===== src/rtl/divider_sequencer_pkg.sv =====
// Shared types and constants for the divider sequencer.
package divider_sequencer_pkg;

    localparam int STAGES  = 7;
    localparam int BURST_W = 8;
    localparam int SEL_W   = 3;

    // Highest legal tap index; a request for 7 is clamped to this.
    localparam logic [SEL_W-1:0] SEL_MAX = 3'd6;

    typedef enum logic {
        IDLE = 1'b0,
        RUN  = 1'b1
    } state_t;

    // Mask covering counter bits [k:0]; all ones there marks the last cycle of a tap-k period.
    function automatic logic [STAGES-1:0] tap_mask(input logic [SEL_W-1:0] k);
        logic [STAGES-1:0] m;
        m = '0;
        for (int i = 0; i < STAGES; i++) begin
            m[i] = (i <= int'(k));
        end
        return m;
    endfunction

endpackage


===== src/rtl/divider_sequencer_if.sv =====
// Tap-select handshake.
// A transfer happens on a rising clk edge where sel_valid && sel_ready; the
// master holds sel stable while sel_valid is high, and sel_ready never depends
// combinationally on sel_valid.
interface divider_sequencer_if;

    logic                                   sel_valid;
    logic [divider_sequencer_pkg::SEL_W-1:0] sel;
    logic                                   sel_ready;

    modport master (output sel_valid, output sel, input sel_ready);
    modport slave  (input sel_valid, input sel, output sel_ready);

endinterface


===== src/rtl/divider_sequencer_div_counter.sv =====
// Free-running divider counter with clear/enable and a period-end flag for the selected tap.
module div_counter
    import divider_sequencer_pkg::*;
(
    input  logic              clk,
    input  logic              rst_n,
    input  logic              clr,
    input  logic              en,
    input  logic [SEL_W-1:0]  tap,
    output logic [STAGES-1:0] cnt,
    output logic [STAGES-1:0] cnt_inc,
    output logic              period_end
);

    assign cnt_inc    = cnt + 1'b1;
    assign period_end = ((cnt & tap_mask(tap)) == tap_mask(tap));

    // Counter register: clear wins over enable; otherwise wraps naturally.
    always_ff @(posedge clk or negedge rst_n) begin
        if (!rst_n) begin
            cnt <= '0;
        end else if (clr) begin
            cnt <= '0;
        end else if (en) begin
            cnt <= cnt_inc;
        end
    end

endmodule


===== src/rtl/divider_sequencer.sv =====
// Glitch-free power-of-two clock divider controller with start/stop, bursts
// and tap changes applied only at period boundaries.
module divider_sequencer
    import divider_sequencer_pkg::*;
(
    input  logic                 clk,
    input  logic                 rst_n,
    input  logic                 start,
    input  logic                 stop,
    input  logic [BURST_W-1:0]   burst_len,
    divider_sequencer_if.slave   sel_if,
    output logic                 clk_out,
    output logic [STAGES-1:0]    tap_div,
    output logic [SEL_W-1:0]     cur_sel,
    output logic                 busy,
    output logic                 done,
    output logic                 err,
    output state_t               state_dbg
);

    state_t             state_q, state_d;
    logic               pend_valid_q;
    logic [SEL_W-1:0]   pend_sel_q;
    logic               stop_seen_q;
    logic [BURST_W-1:0] burst_q, pcnt_q;
    logic [STAGES-1:0]  cnt, cnt_inc;
    logic               period_end;
    logic               run, pe, accept, stop_req, burst_last, finish;
    logic               apply_sel, cnt_clr, clk_out_d, done_d;

    div_counter u_cnt (
        .clk        (clk),
        .rst_n      (rst_n),
        .clr        (cnt_clr),
        .en         (run),
        .tap        (cur_sel),
        .cnt        (cnt),
        .cnt_inc    (cnt_inc),
        .period_end (period_end)
    );

    assign run        = (state_q == RUN);
    assign pe         = run && period_end;
    assign accept     = sel_if.sel_valid && sel_if.sel_ready;
    assign stop_req   = stop_seen_q || stop;
    assign burst_last = (burst_q != '0) && (pcnt_q == burst_q - 1'b1);
    assign finish     = pe && (stop_req || burst_last);

    assign sel_if.sel_ready = !pend_valid_q;
    assign tap_div          = cnt;
    assign state_dbg        = state_q;

    // State register.
    always_ff @(posedge clk or negedge rst_n) begin
        if (!rst_n) begin
            state_q <= IDLE;
        end else begin
            state_q <= state_d;
        end
    end

    // Next-state: start leaves IDLE, a terminating period end leaves RUN.
    always_comb begin
        state_d = state_q;
        case (state_q)
            IDLE:    if (start)  state_d = RUN;
            RUN:     if (finish) state_d = IDLE;
            default: state_d = IDLE;
        endcase
    end

    // Outputs/controls: restart the count whenever the phase must begin fresh.
    always_comb begin
        apply_sel = pend_valid_q && (!run || pe);
        cnt_clr   = !run || finish || (pe && pend_valid_q);
        clk_out_d = cnt_clr ? 1'b0 : cnt_inc[cur_sel];
        done_d    = finish;
        busy      = run;
    end

    // Divided clock and done pulse are registered so they never glitch.
    always_ff @(posedge clk or negedge rst_n) begin
        if (!rst_n) begin
            clk_out <= 1'b0;
            done    <= 1'b0;
        end else begin
            clk_out <= clk_out_d;
            done    <= done_d;
        end
    end

    // One-entry pending select, current tap and sticky illegal-select flag.
    always_ff @(posedge clk or negedge rst_n) begin
        if (!rst_n) begin
            pend_valid_q <= 1'b0;
            pend_sel_q   <= '0;
            cur_sel      <= '0;
            err          <= 1'b0;
        end else begin
            if (apply_sel) begin
                cur_sel      <= pend_sel_q;
                pend_valid_q <= 1'b0;
            end else if (accept) begin
                pend_valid_q <= 1'b1;
                pend_sel_q   <= (sel_if.sel > SEL_MAX) ? SEL_MAX : sel_if.sel;
            end
            if (accept && (sel_if.sel > SEL_MAX)) begin
                err <= 1'b1;
            end
        end
    end

    // Burst length latch, saturating period counter and remembered stop request.
    always_ff @(posedge clk or negedge rst_n) begin
        if (!rst_n) begin
            burst_q     <= '0;
            pcnt_q      <= '0;
            stop_seen_q <= 1'b0;
        end else if (!run) begin
            stop_seen_q <= 1'b0;
            if (start) begin
                burst_q <= burst_len;
                pcnt_q  <= '0;
            end
        end else if (pe) begin
            stop_seen_q <= 1'b0;
            if (pcnt_q != '1) begin
                pcnt_q <= pcnt_q + 1'b1;
            end
        end else if (stop) begin
            stop_seen_q <= 1'b1;
        end
    end

endmodule


===== src/flat_wrapper.sv =====
// flat-port wrapper written by rule: the top's interface ports become plain ports
module divider_sequencer_flat import divider_sequencer_pkg::*;
  (clk, rst_n, start, stop, burst_len, clk_out, tap_div, cur_sel, busy, done, err, state_dbg, sel_if_sel_valid, sel_if_sel, sel_if_sel_ready);
  divider_sequencer_if sel_if_i ();
  input  logic clk;
  input  logic rst_n;
  input  logic start;
  input  logic stop;
  input  logic [BURST_W-1:0] burst_len;
  output logic clk_out;
  output logic [STAGES-1:0] tap_div;
  output logic [SEL_W-1:0] cur_sel;
  output logic busy;
  output logic done;
  output logic err;
  output state_t state_dbg;
  input wire logic [$bits(sel_if_i.sel_valid)-1:0] sel_if_sel_valid;
  input wire logic [$bits(sel_if_i.sel)-1:0] sel_if_sel;
  output wire logic [$bits(sel_if_i.sel_ready)-1:0] sel_if_sel_ready;
  assign sel_if_i.sel_valid = sel_if_sel_valid;
  assign sel_if_i.sel = sel_if_sel;
  assign sel_if_sel_ready = sel_if_i.sel_ready;
  divider_sequencer u_core (.clk(clk), .rst_n(rst_n), .start(start), .stop(stop), .burst_len(burst_len), .sel_if(sel_if_i), .clk_out(clk_out), .tap_div(tap_div), .cur_sel(cur_sel), .busy(busy), .done(done), .err(err), .state_dbg(state_dbg));
endmodule

===== config.mk =====
export PLATFORM = sky130hd
export DESIGN_NAME = divider_sequencer_flat
export DESIGN_NICKNAME = d
export VERILOG_FILES = /design/src/rtl/divider_sequencer_pkg.sv /design/src/rtl/divider_sequencer_if.sv /design/src/rtl/divider_sequencer_div_counter.sv /design/src/rtl/divider_sequencer.sv /design/src/flat_wrapper.sv
export SDC_FILE = /design/constraint.sdc
export NUM_CORES = 1
export LEC_CHECK = 0
export CORE_ASPECT_RATIO = 0.7
export CORE_MARGIN = 1
export CORE_UTILIZATION = 25
export CTS_CLUSTER_SIZE = 40
export DETAILED_ROUTE_END_ITERATION = 10
export PLACE_DENSITY = 0.51
export SLEW_MARGIN = 40
export SYNTH_ARGS = -nofsm -noshare
export SYNTH_HDL_FRONTEND = slang
export SYNTH_HIERARCHICAL = 1
export SYNTH_SLANG_ARGS = --single-unit

===== constraint.sdc =====
create_clock -name clk -period 4.9 [get_ports clk]
set_clock_uncertainty 0.05 [all_clocks]
set_input_delay 0.98 -clock clk [delete_from_list [all_inputs] [get_ports clk]]
set_output_delay 0.98 -clock clk [all_outputs]
set_load 0.05 [all_outputs]

==> flow_summary_export.csv <==
group,metric,value,unit
outcome,status,"finished, final reports clean",
detailed_routing,drc,0,
global_route,grt_max_degree,36,
detailed_routing,antenna_left,0,
critical_path,cp.arrival,1.85,ns
power_and_ir_drop,leakage,1.025,nW
synth,ys_ff_latch,35,
min_path,hold_path_class,"reg2reg",
power_and_ir_drop,powerDensity,602.7,mW/mm²
synth,syn_area_per_cell,10.07,µm²
critical_path,worst-path-stages,1,
min_path,whs_path_depth,1,
power_and_ir_drop,ir_drop,0.1836,mV
detailed_routing,drt_iter0_drc,63,
critical_path,worstPathMaxFanout,14,
floorplan,die_y,75.38,µm
clock_network,cts_tree,"built",
timing,fin_setup_tns,0,ns
detailed_routing,detail_route.first_pass.iterations,4,
cells_and_area,area_delta_synth_final,27.59,%
synth,syn_nets,210,
floorplan,rows,26,
critical_path,cp_slowest_stage_delay,0.91,ns
clock_network,clockRootBuffer,"clkbuf_8",
detailed_routing,post_drt_wl_per_cell,13.20,µm
synth,synth.most_common_cell,"dfrtp_1",
floorplan,die_w,106.8,µm
cells_and_area,drive_gt1_share,10.62,%
critical_path,critical_path_buf_inv_count,1,
critical_path,crit_path_end_kind,"output port",
cells_and_area,nNetsFinal,244,
synth,yosys_warnings,6,
timing,grt_setup_unrepaired,"false",
cells_and_area,n_antenna_cell,0,
synth,synth_area,0.001923,mm²
timing,drv_slew,0,
global_route,grt_pass1_vias,1349,
global_route,track_usage,11.38,%
global_route,antenna_found_initial,0,
clock_network,cts_setup_buffers,0,
timing,setup_violations,0,
global_route,grt_pass1_wl,6975,µm
detailed_routing,viasPerCell,4.441,
critical_path,critPathRequiredTime,3.87,ns
place,dp_hpwl,3086,µm
clock_network,clock_sinks,35,
synth,synth_top_flop_cell,"dfrtp_1",
critical_path,crit_slowest_cell,"clkdlybuf4s50_1",
place,place_ws,2.286,ns
place,portBuffers,31,
floorplan,start_util,26.04,%
clock_network,hold_buffers,0,
global_route,overflow,0,
clock_network,clk_latency,0.28,ns
synth,netlist_top_cells_area,"dfrtp_1 46%, mux2_2 5.9%, xor2_1 5.5%",
synth,synth_edf_count,0,
floorplan,die_area,0.008053,mm²
synth,synth_top_area_cell,"dfrtp_1",
critical_path,crit_type,"reg2out",
clock_network,numCtsBuffers,5,
synth,synth_top_area_share,45.54,%
synth,postSynthCellCount,191,
critical_path,cp-startpoint,"u_core/busy",
synth,synth.yosys.seq_area_share,45.54,%
synth,synth_cell_types,42,
detailed_routing,dr_total_vias,1439,
power_and_ir_drop,total_power,0.001479,W
critical_path,cp-start-kind,"flip-flop",
min_path,hold_path.startpoint,"u_core/err",
timing,hold_viol,0,
place,place_congestion,0.7388,
critical_path,r2r_start,"u_core/burst_q[0]",
synth,synth_common_cells,"35 x dfrtp_1, 18 x nor2_1, 13 x nand2_1",
timing,finalCritPeriodShare,58.73,%
timing,fin_crit,2.878,ns
floorplan,pin_count,32,
critical_path,crit_chain,"clkdlybuf4s50_1",
flow_run,maxCapViolCount,0,
clock_network,post_cts_resized,0,
timing,clock.fmax,347.5,MHz
clock_network,h-tree-depth,2,
timing,setup_ws,2.022,ns
timing,slew_headroom,51.52,%
floorplan,design.core.area,0.007385,mm²
clock_network,cts.path.max_buffers,2,
critical_path,critPathTopFamily,"buffers and inverters",
clock_network,cts.reportedPaths.clkPinSlew,0.07,ns
timing,tightest_slew,0.7239,ns
critical_path,rr_worst_depth,8,
detailed_routing,drt-total-wl,4277,µm
synth,ys_async_sr_fraction,100.0,%
## state kept, by name, summed over array words and instances, names as in the netlist
name and flops:
u_core/burst_q 8, u_core/pend_valid_q 1, u_core/pend_sel_q 3, u_core/u_cnt/cnt 7, u_core/pcnt_q 8, u_core/stop_seen_q 1
u_core/busy 1, u_core/clk_out 1, u_core/done 1, u_core/cur_sel 3, u_core/err 1
## per-stage QoR
step	instance area [µm²]	cells	util (%)	hold WS, ns
floorplan	1923	191	-	0.4190
global placement	2336	316	31.63	0.4253
detailed placement	2336	316	31.63	0.4379
CTS	2454	324	33.23	0.4652
global route	2454	324	33.23	0.4774
finish	2454	324	33.23	0.4559
## cells in the final DEF, fill, tap and decap left out, types with 2 or more instances in the layout
master | Yosys | layout
dfrtp_1 | 35 | 35
clkdlybuf4s50_1 | 0 | 31
nor2_1 | 18 | 18
nand2_1 | 13 | 13
xor2_1 | 12 | 12
o21ai_0 | 10 | 10
xnor2_1 | 10 | 10
mux2_2 | 10 | 10
inv_1 | 9 | 9
clkbuf_8 | 0 | 6
a31oi_1 | 6 | 6
nor2b_1 | 6 | 6
a21oi_1 | 6 | 6
or3_1 | 5 | 5
nand4_1 | 5 | 5
nand3_1 | 5 | 5
and3_1 | 4 | 4
nand2b_1 | 3 | 3
ha_1 | 3 | 3
mux2i_1 | 2 | 2
a22o_1 | 2 | 2
o21bai_1 | 2 | 2
buf_4 | 3 | 2
## where the power goes
group | internal, W | switching [W]
Clock | 0.000165 | 0.000102
Combinational | 0.000294 | 0.000385
Sequential | 0.000390 | 0.000143
## cell type report
cell class | instances | area, µm²
clock buffer | 6 | 82.58
clock inverter | 2 | 35.03
fill | 788 | 4931
inverter | 9 | 33.78
multi-input combinational | 141 | 978.4
sequential | 35 | 875.8
tap | 98 | 122.6
timing repair buffer | 33 | 325.3
## metal layers
layer / vias up / global-route usage [%] / routed length, µm
met1: 677 / 17.32 / 2456
met5: - / 0 / 0
met2: 21 / 15.48 / 1637
met3: 2 / 3.080 / 156
li1: 739 / - / -
met4: 0 / 3.196 / 27
## final timing paths
check / to / slack (ns)
hold reg to reg: u_core/err / 0.46
hold / removal: u_core/err / 0.46
min in group asynchronous: u_core/u_cnt/cnt[2] / 1.06
setup reg to reg: u_core/u_cnt/cnt[3] / 2.41
setup / recovery: state_dbg / 2.02
max in group asynchronous: u_core/burst_q[1] / 3.41
## kinds of logic after synthesis
family	after synthesis	synth area share, %
simple gates	67	18.15
flops	35	45.54
mux	13	8.068
buf+inv	15	3.578
xor+xnor	22	10.02
fa+ha+maj	3	1.952
compound gates	36	12.69
(Power assumes the default switching activity.)
